## config.mk

```make
export PLATFORM = sky130hd
export DESIGN_NAME = traffic_phase_scheduler_flat
export DESIGN_NICKNAME = d
export VERILOG_FILES = /design/src/rtl/traffic_phase_scheduler_if.sv /design/src/rtl/traffic_phase_scheduler.sv /design/src/flat_wrapper.sv
export SDC_FILE = /design/constraint.sdc
export NUM_CORES = 1
export LEC_CHECK = 0
export BUFFER_PORTS_ARGS = -buffer_cell sky130_fd_sc_hd__buf_4
export CORE_AREA = 2 2 50 52
export CTS_CLUSTER_SIZE = 24
export DETAILED_ROUTE_END_ITERATION = 12
export DIE_AREA = 0 0 52 54
export PLACE_DENSITY_LB_ADDON = 0.05
export SYNTH_ARGS = -nofsm -noshare
export SYNTH_HDL_FRONTEND = slang
export SYNTH_SLANG_ARGS = --single-unit
```

## constraint.sdc

```tcl
create_clock -name clk -period 2 [get_ports clk]
set_input_delay 0.4 -clock clk [delete_from_list [all_inputs] [get_ports clk]]
set_output_delay 0.4 -clock clk [all_outputs]
set_load 0.03 [all_outputs]
```

## src/rtl/traffic_phase_scheduler_if.sv

```systemverilog
// Request/lamp bundle between the intersection controller and its environment.
// The master side drives the timebase and requests; the slave side is the scheduler.
interface traffic_phase_scheduler_if;
    logic       tick;
    logic       side_req;
    logic       ped_req;
    logic [5:0] lights;
    logic       walk;
    logic [2:0] phase;

    modport master (
        output tick,
        output side_req,
        output ped_req,
        input  lights,
        input  walk,
        input  phase
    );

    modport slave (
        input  tick,
        input  side_req,
        input  ped_req,
        output lights,
        output walk,
        output phase
    );
endinterface

```

## src/rtl/traffic_phase_scheduler.sv

```systemverilog
// Demand-driven phase scheduler: main road rests green, side road and pedestrians
// are served on request with min/max green and all-red clearance; Moore outputs.
module traffic_phase_scheduler #(
    parameter int unsigned GREEN_MIN = 8,
    parameter int unsigned GREEN_MAX = 30,
    parameter int unsigned YELLOW_T  = 3,
    parameter int unsigned ALLRED_T  = 1,
    parameter int unsigned PED_T     = 10,
    parameter int unsigned CW        = 5
) (
    input logic                      clk,
    input logic                      clr,
    traffic_phase_scheduler_if.slave bus
);

    typedef enum logic [2:0] {
        StMainG   = 3'd0,
        StMainY   = 3'd1,
        StAr1     = 3'd2,
        StSideG   = 3'd3,
        StSideY   = 3'd4,
        StAr2     = 3'd5,
        StPedWalk = 3'd6
    } state_e;

    // Terminal counts: a phase of N ticks leaves on the tick where cnt == N-1.
    localparam logic [CW-1:0] GreenMinEnd = CW'(GREEN_MIN - 1);
    localparam logic [CW-1:0] GreenMaxEnd = CW'(GREEN_MAX - 1);
    localparam logic [CW-1:0] YellowEnd   = CW'(YELLOW_T - 1);
    localparam logic [CW-1:0] AllRedEnd   = CW'(ALLRED_T - 1);
    localparam logic [CW-1:0] PedEnd      = CW'(PED_T - 1);

    state_e        state_q, state_d;
    logic [CW-1:0] cnt_q, cnt_d;
    logic          side_pend_q, side_pend_d;
    logic          ped_pend_q, ped_pend_d;
    logic [5:0]    lights_q, lights_d;
    logic          walk_q, walk_d;

    always_ff @(posedge clk or negedge clr) begin
        if (!clr) begin
            state_q     <= StMainG;
            cnt_q       <= '0;
            side_pend_q <= 1'b0;
            ped_pend_q  <= 1'b0;
            lights_q    <= 6'b001100;
            walk_q      <= 1'b0;
        end else begin
            state_q     <= state_d;
            cnt_q       <= cnt_d;
            side_pend_q <= side_pend_d;
            ped_pend_q  <= ped_pend_d;
            lights_q    <= lights_d;
            walk_q      <= walk_d;
        end
    end

    always_comb begin
        state_d = state_q;
        case (state_q)
            StMainG: begin
                if (bus.tick && cnt_q >= GreenMinEnd && (side_pend_q || ped_pend_q)) begin
                    state_d = StMainY;
                end
            end
            StMainY: begin
                if (bus.tick && cnt_q == YellowEnd) state_d = StAr1;
            end
            StAr1: begin
                if (bus.tick && cnt_q == AllRedEnd) begin
                    if (ped_pend_q)       state_d = StPedWalk;
                    else if (side_pend_q) state_d = StSideG;
                    else                  state_d = StMainG;
                end
            end
            StPedWalk: begin
                if (bus.tick && cnt_q == PedEnd) begin
                    state_d = side_pend_q ? StSideG : StMainG;
                end
            end
            StSideG: begin
                // Early exit looks at the live sensor, not the latch.
                if (bus.tick && (cnt_q == GreenMaxEnd ||
                                 (cnt_q >= GreenMinEnd && !bus.side_req))) begin
                    state_d = StSideY;
                end
            end
            StSideY: begin
                if (bus.tick && cnt_q == YellowEnd) state_d = StAr2;
            end
            StAr2: begin
                if (bus.tick && cnt_q == AllRedEnd) state_d = StMainG;
            end
            default: state_d = StMainG;
        endcase

        cnt_d = cnt_q;
        if (state_d != state_q) begin
            cnt_d = '0;
        end else if (bus.tick && cnt_q != '1) begin
            cnt_d = cnt_q + 1'b1;
        end

        side_pend_d = side_pend_q | (bus.side_req & (state_q != StSideG));
        if (state_d == StSideG && state_q != StSideG) side_pend_d = 1'b0;

        ped_pend_d = ped_pend_q | (bus.ped_req & (state_q != StPedWalk));
        if (state_d == StPedWalk && state_q != StPedWalk) ped_pend_d = 1'b0;
    end

    // Lamps are decoded from the next state so they register on the same edge.
    always_comb begin
        lights_d = 6'b001100;
        walk_d   = 1'b0;
        case (state_d)
            StMainG:   lights_d = 6'b001100;
            StMainY:   lights_d = 6'b010100;
            StAr1:     lights_d = 6'b100100;
            StSideG:   lights_d = 6'b100001;
            StSideY:   lights_d = 6'b100010;
            StAr2:     lights_d = 6'b100100;
            StPedWalk: begin
                lights_d = 6'b100100;
                walk_d   = 1'b1;
            end
            default:   lights_d = 6'b001100;
        endcase
    end

    assign bus.lights = lights_q;
    assign bus.walk   = walk_q;
    assign bus.phase  = state_q;

endmodule
```

## src/flat_wrapper.sv

```systemverilog
// flat-port wrapper written by rule: the top's interface ports become plain ports
module traffic_phase_scheduler_flat 
#(
    parameter int unsigned GREEN_MIN = 8,
    parameter int unsigned GREEN_MAX = 30,
    parameter int unsigned YELLOW_T  = 3,
    parameter int unsigned ALLRED_T  = 1,
    parameter int unsigned PED_T     = 10,
    parameter int unsigned CW        = 5
)
  (clk, clr, bus_tick, bus_side_req, bus_ped_req, bus_lights, bus_walk, bus_phase);
  traffic_phase_scheduler_if bus_i ();
  input logic clk;
  input logic clr;
  input wire logic [$bits(bus_i.tick)-1:0] bus_tick;
  input wire logic [$bits(bus_i.side_req)-1:0] bus_side_req;
  input wire logic [$bits(bus_i.ped_req)-1:0] bus_ped_req;
  output wire logic [$bits(bus_i.lights)-1:0] bus_lights;
  output wire logic [$bits(bus_i.walk)-1:0] bus_walk;
  output wire logic [$bits(bus_i.phase)-1:0] bus_phase;
  assign bus_i.tick = bus_tick;
  assign bus_i.side_req = bus_side_req;
  assign bus_i.ped_req = bus_ped_req;
  assign bus_lights = bus_i.lights;
  assign bus_walk = bus_i.walk;
  assign bus_phase = bus_i.phase;
  traffic_phase_scheduler #(.GREEN_MIN(GREEN_MIN), .GREEN_MAX(GREEN_MAX), .YELLOW_T(YELLOW_T), .ALLRED_T(ALLRED_T), .PED_T(PED_T), .CW(CW)) u_core (.clk(clk), .clr(clr), .bus(bus_i));
endmodule
```

# Yosys cells after proc, flatten, opt, wreduce, memory -nomap -nowiden
# Index checks and enable logic that the tools add are counted.
# totals
mem_count	0
regBits	17
latchBits	0
in_bits	5
out_inout_bits	10
elab_cells	64
mem_bits_ro	0
mem_bits_rw	0
# classes
shifts	0
muxes	16
eq_ne	19
multipliers	0
n_addsub	1
n_lt_le_gt_ge	1
n_bitwise	4
div_mod_pow	0
n_reduce_logical	17
# op_table
op	n
$mux W3	8
$pmux W6 S4	1
$pmux W3 S7	1
$eq A3 B3 Y1 const B	6
$eq A3 B2 Y1 const B	4
$logic_and A1 B1 Y1	10
$mux W5	2
$eq A3 B1 Y1 const B	2
$add A5 B1 Y5 const B	1
$eq A5 B2 Y1 const B	1
$eq A5 B4 Y1 const B	1
$eq A5 B5 Y1 const B	1
$ge A5 B3 Y1 const B	1
$logic_not A5 Y1	1
$ne A5 B5 Y1 const B	1
$logic_not A3 Y1	1
$mux W1	3
$ne A3 B2 Y1 const B	1
$ne A3 B3 Y1	1
$ne A3 B3 Y1 const B	1
$reduce_or A3 Y1	1
$and A1 B1 Y1	2
$logic_or A1 B1 Y1	2
$mux W2	1
other kinds (3)	4

# Logic depth before layout (Yosys ltp)
# logic_depth
word_depth	9
depth_mapped	11
depth_no_buf	11

# Worst setup path before layout
# OpenSTA, ideal clock, no wires.
# synth_path
path_kind	flip-flop to flip-flop
startpoint	register u_core.state_q[2] (netlist: u_core.bus.phase[2])
endpoint	register u_core.lights_q[5] (netlist: u_core.bus.lights[5])
path_buffers	1
path_stages_with_launch	10
setup_slack_ns	-0.231
t_required_ns	1.876
t_arrival_ns	2.106
synth_period_minus_slack_ns	2.231
setup_time_ns	0.124
path_cell_list	dfrtp_1 clkbuf_1 inv_1 o41ai_2 a31oi_1 nor2_4 inv_1 ha_1 and2_1 or2_1
# synth_between
elab_chain_cells	5
word_cells_on_any_way	23
cone_classes	eq/ne: 12; mux: 9; reduce/logical: 2
# synth_lines
element	line	rtl
start: declaration	traffic_phase_scheduler.sv:33	state_e state_q, state_d;
start signal: assignment	traffic_phase_scheduler.sv:42	state_q <= StMainG;
start signal: assignment	traffic_phase_scheduler.sv:49	state_q <= state_d;
$eq A3 B3 Y1, or another cell as far along	traffic_phase_scheduler.sv:60	case (state_q)
$pmux W3 S7 *	traffic_phase_scheduler.sv:60	
via u_core.state_d[1]	traffic_phase_scheduler.sv:33	
$eq A3 B2 Y1 / $eq A3 B3 Y1 (equally long branches)	traffic_phase_scheduler.sv:115	case (state_d)
$reduce_or A3 Y1 (no line)	n/a	
$pmux W6 S4 *	traffic_phase_scheduler.sv:115	
via u_core.lights_d[5]	traffic_phase_scheduler.sv:37	logic [5:0] lights_q, lights_d;
end signal: assignment	traffic_phase_scheduler.sv:53	lights_q <= lights_d;
end: declaration	traffic_phase_scheduler.sv:37	
# Mark *: on every way through the listed nets, which the timed path passes. The rest lies on a longest branch.
# A chain may end at the register's enable or synchronous reset.

# Worst setup path after layout
# layout_path
startpoint	register u_core.cnt_q[1]
endpoint	register u_core.lights_q[5] (netlist: u_core.bus.lights[5])
# layout_between
elab_chain_cells	9
word_cells_on_any_way	29
cone_classes	order compare: 1; eq/ne: 9; mux: 9; reduce/logical: 10
# layout_lines
element	line	rtl
start: declaration	traffic_phase_scheduler.sv:34	logic [CW-1:0] cnt_q, cnt_d;
start signal: assignment	traffic_phase_scheduler.sv:50	cnt_q <= cnt_d;
$ge A5 B3 Y1	traffic_phase_scheduler.sv:62, traffic_phase_scheduler.sv:84	
$logic_and A1 B1 Y1	traffic_phase_scheduler.sv:84	(cnt_q >= GreenMinEnd && !bus.side_req))) begin
$logic_or A1 B1 Y1	traffic_phase_scheduler.sv:83	if (bus.tick && (cnt_q == GreenMaxEnd ||
$logic_and A1 B1 Y1	traffic_phase_scheduler.sv:83	
$mux W3	traffic_phase_scheduler.sv:83	
$pmux W3 S7 *	traffic_phase_scheduler.sv:60	
via u_core.state_d[0]	traffic_phase_scheduler.sv:33	
$eq A3 B2 Y1 / $eq A3 B3 Y1 (equally long branches)	traffic_phase_scheduler.sv:115	
$reduce_or A3 Y1 (no line)	n/a	
$pmux W6 S4 *	traffic_phase_scheduler.sv:115	
via u_core.lights_d[5]	traffic_phase_scheduler.sv:37	
# Marks and branches as above.

==> qor.yml <==
outcome:
  status: "finished with violations"
  violations: "setup timing"
layout:
  fin_cells: 190
  final_cell_mix: "buf_4, dfrtp_1, nor3_1"
  postLayoutCoreUtil: 0.732
  drive_gt1_frac: 0.606
  nets: 175
  fill_cells: 165
  syn_to_final_growth_pct: 55.8
  antenna_cells: 0
  final_common_cell: "buf_4"
cts:
  h-tree-depth: 1
  clock_sinks: 17
  cts_buffers: 3
  cts_tree: "yes"
  cts_root_buf: "clkbuf_4"
  path_clk_slew_ps: 100
  insertion_delay_ps: 280
  cts_buffer_depth: 2
synth:
  synth_enable_flop_cells: 0
  yosys_register_bits: 17
  ys_types: 40
  netlist_instances: 112
  seq_area_frac_synth: 0.393
  syn-mean-instance-area_um2: 9.73
  synth_ff_type: "dfrtp_1"
  synth_fp_nets: 126
  synthArstFlopShare: 1.00
  yosysWarnings: 0
  syn_area_um2: 1090
power:
  power.share.clock: 0.078
  power_mw: 2.25
  pwr-share-seq: 0.271
  p_switching_mw: 1.01
  p_int_mw: 1.24
  p_leak_nw: 0.765
  p_comb_frac: 0.651
  cellPowerDensity_nw_per_um2: 1320
  netSwitchingFraction: 0.449
  vdd_drop_max_v: 0.00117
drt:
  finalWirelength_um: 2930
  viasPerCell: 5.40
  routedWlPerCell_um: 15.4
  drt_iter0_drc: 27
  route.detailed.drc: 0
  vias: 1026
  drtPass1Iterations: 4
  detail-route-antenna-nets: 0
floorplan:
  die_area_um2: 2810
  core_um2: 2320
  die_w_um: 52
  die_y_um: 54
  rows: 18
  io_pins: 15
  start_util: 0.470
grt:
  grt_use_total: 0.222
  grt.overflow.total: 0
  antenna_found_initial: 0
  first_global_vias: 980
  grt_pass1_wl_um: 4610
  grt_max_degree: 18
timing:
  fin_crit_sh: 1.03
  hold_violations: 0
  maxSlewViolCount: 0
  worst_pin_slew_ps: 417
  relSlewSlack: 0.718
  finalClockSkew_ps: 6.65
  setup_tns_ps: -235
  rsz0062_at_grt: "yes"
  setup_viol: 7
  fmax_mhz: 485
  fin_crit_ps: 2060
  fin_ws_ps: -59.9
placement:
  dpl.hpwl_um: 1960
  dp_cells: 178
  place.gp.congestion: 0.882
  post-place-ws_ps: -132
  portBuffers: 14
worst_setup_path:
  critPathLaunchType: "flop"
  cp_max_fo: 4
  worstPathArrival_ps: 2240
  rrSetupSlack_ps: -60
  crit_required_ps: 2180
  end_kind: "flop"
  crit_type: "flop to flop"
min_path:
  worstHoldPathType: "input pin to flop"
run:
  drv_cap: 0
==> critical path, stage by stage (launching register included) <==
cell,delay [ps]
dfrtp_1,420
inv_2,100
ha_1,160
nand2_2,120
o22ai_2,240
or2_4,190
o2111ai_4,150
ha_2,230
and2_4,140
or2_1,200
==> final cells by class <==
cell class                      count  area [um2]  area share
Clock buffer                        3        22.5      0.0133
Clock inverter                      1        5.00     0.00295
Tap cell                           30        37.5      0.0221
Inverter                            8        30.0      0.0177
Sequential cell                    17         433       0.255
Multi-Input combinational cell     83         803       0.473
Timing Repair Buffer               48         367       0.216
==> state kept, by name (all words and copies together), names as in the netlist <==
| signal | count |
|---|---|
| u_core.bus.lights | 6 |
| u_core.side_pend_q | 1 |
| u_core.cnt_q | 5 |
| u_core.ped_pend_q | 1 |
| u_core.bus.walk | 1 |
| u_core.bus.phase | 3 |
==> path summary, 6_finish.rpt <==
| check | startpoint | endpoint | cells past startpoint |
|---|---|---|---|
| max | u_core.cnt_q[1] | u_core.bus.lights[5] | 9 |
| min | bus_ped_req | u_core.ped_pend_q | 3 |
| max reg2reg | u_core.cnt_q[1] | u_core.bus.lights[5] | 9 |
| min reg2reg | u_core.ped_pend_q | u_core.ped_pend_q | 2 |
| max in group asynchronous | clr | u_core.bus.lights[3] | 2 |
| min in group asynchronous | clr | u_core.bus.lights[4] | 2 |
==> cells by family (layout without fill, tap and decap cells) <==
family,count (synthesis),after routing,share of synthesized area
simple gates,46,46,0.263
xor+xnor,3,3,0.0241
compound gates,22,22,0.147
flops,17,17,0.393
mux,3,3,0.0276
buf+inv,12,60,0.0425
fa+ha+maj,9,9,0.103
==> power by group through the flow <==
stage          clock (mW)  sequential [mW]  combinational, mW
6_report            0.174            0.610               1.46
5_1_grt             0.197            0.625               1.59
4_1_cts             0.182            0.596               1.32
3_5_place_dp            0            0.607               1.17
3_3_place_gp            0            0.606               1.16
2_1_floorplan           0            0.713              0.589
==> through the flow <==
stage | area [um2] | hold WS [ps]
3_3_place_gp | 1420 | 271
4_1_cts | 1600 | 389
3_5_place_dp | 1420 | 273
2_1_floorplan | 1110 | 104
5_1_grt | 1700 | 387
6_report | 1700 | 391
==> synth_stat cells (2+ instances only) <==
master / n / area (um2)
ha_1: 9 / 113
xor2_1: 2 / 17.5
o21bai_1: 2 / 15.0
nand4b_1: 2 / 17.5
clkbuf_1: 3 / 11.3
and2_1: 5 / 31.3
nor2b_1: 2 / 12.5
dfrtp_1: 15 / 375
mux2i_1: 3 / 30.0
nor4b_1: 2 / 17.5
dfstp_2: 2 / 52.6
inv_1: 8 / 30.0
nor2_1: 5 / 18.8
o21ai_0: 3 / 15.0
nand3b_1: 2 / 15.0
nor3_1: 6 / 30.0
a21oi_1: 8 / 40.0
nand2_1: 7 / 26.3
nand3_1: 5 / 25.0
==> what timing repair did <==
item	CTS	global route
hold buffers	1	0
setup endpoints to repair	13	14
buffers inserted	6	1
resized for setup	21	22
pin swaps	14	7
hold endpoints to repair	15	0
==> routing by layer <==
| layer | vias to the layer above | share of wire | global-route usage |
|---|---|---|---|
| met4 | 0 | 0.0048 | 0.0789 |
| met2 | 30 | 0.53 | 0.388 |
| li1 | 490 | - | - |
| met1 | 502 | 0.41 | 0.285 |
| met5 | - | 0 | 0 |
| met3 | 4 | 0.052 | 0.0222 |
Power figures use the tool's default switching activity.
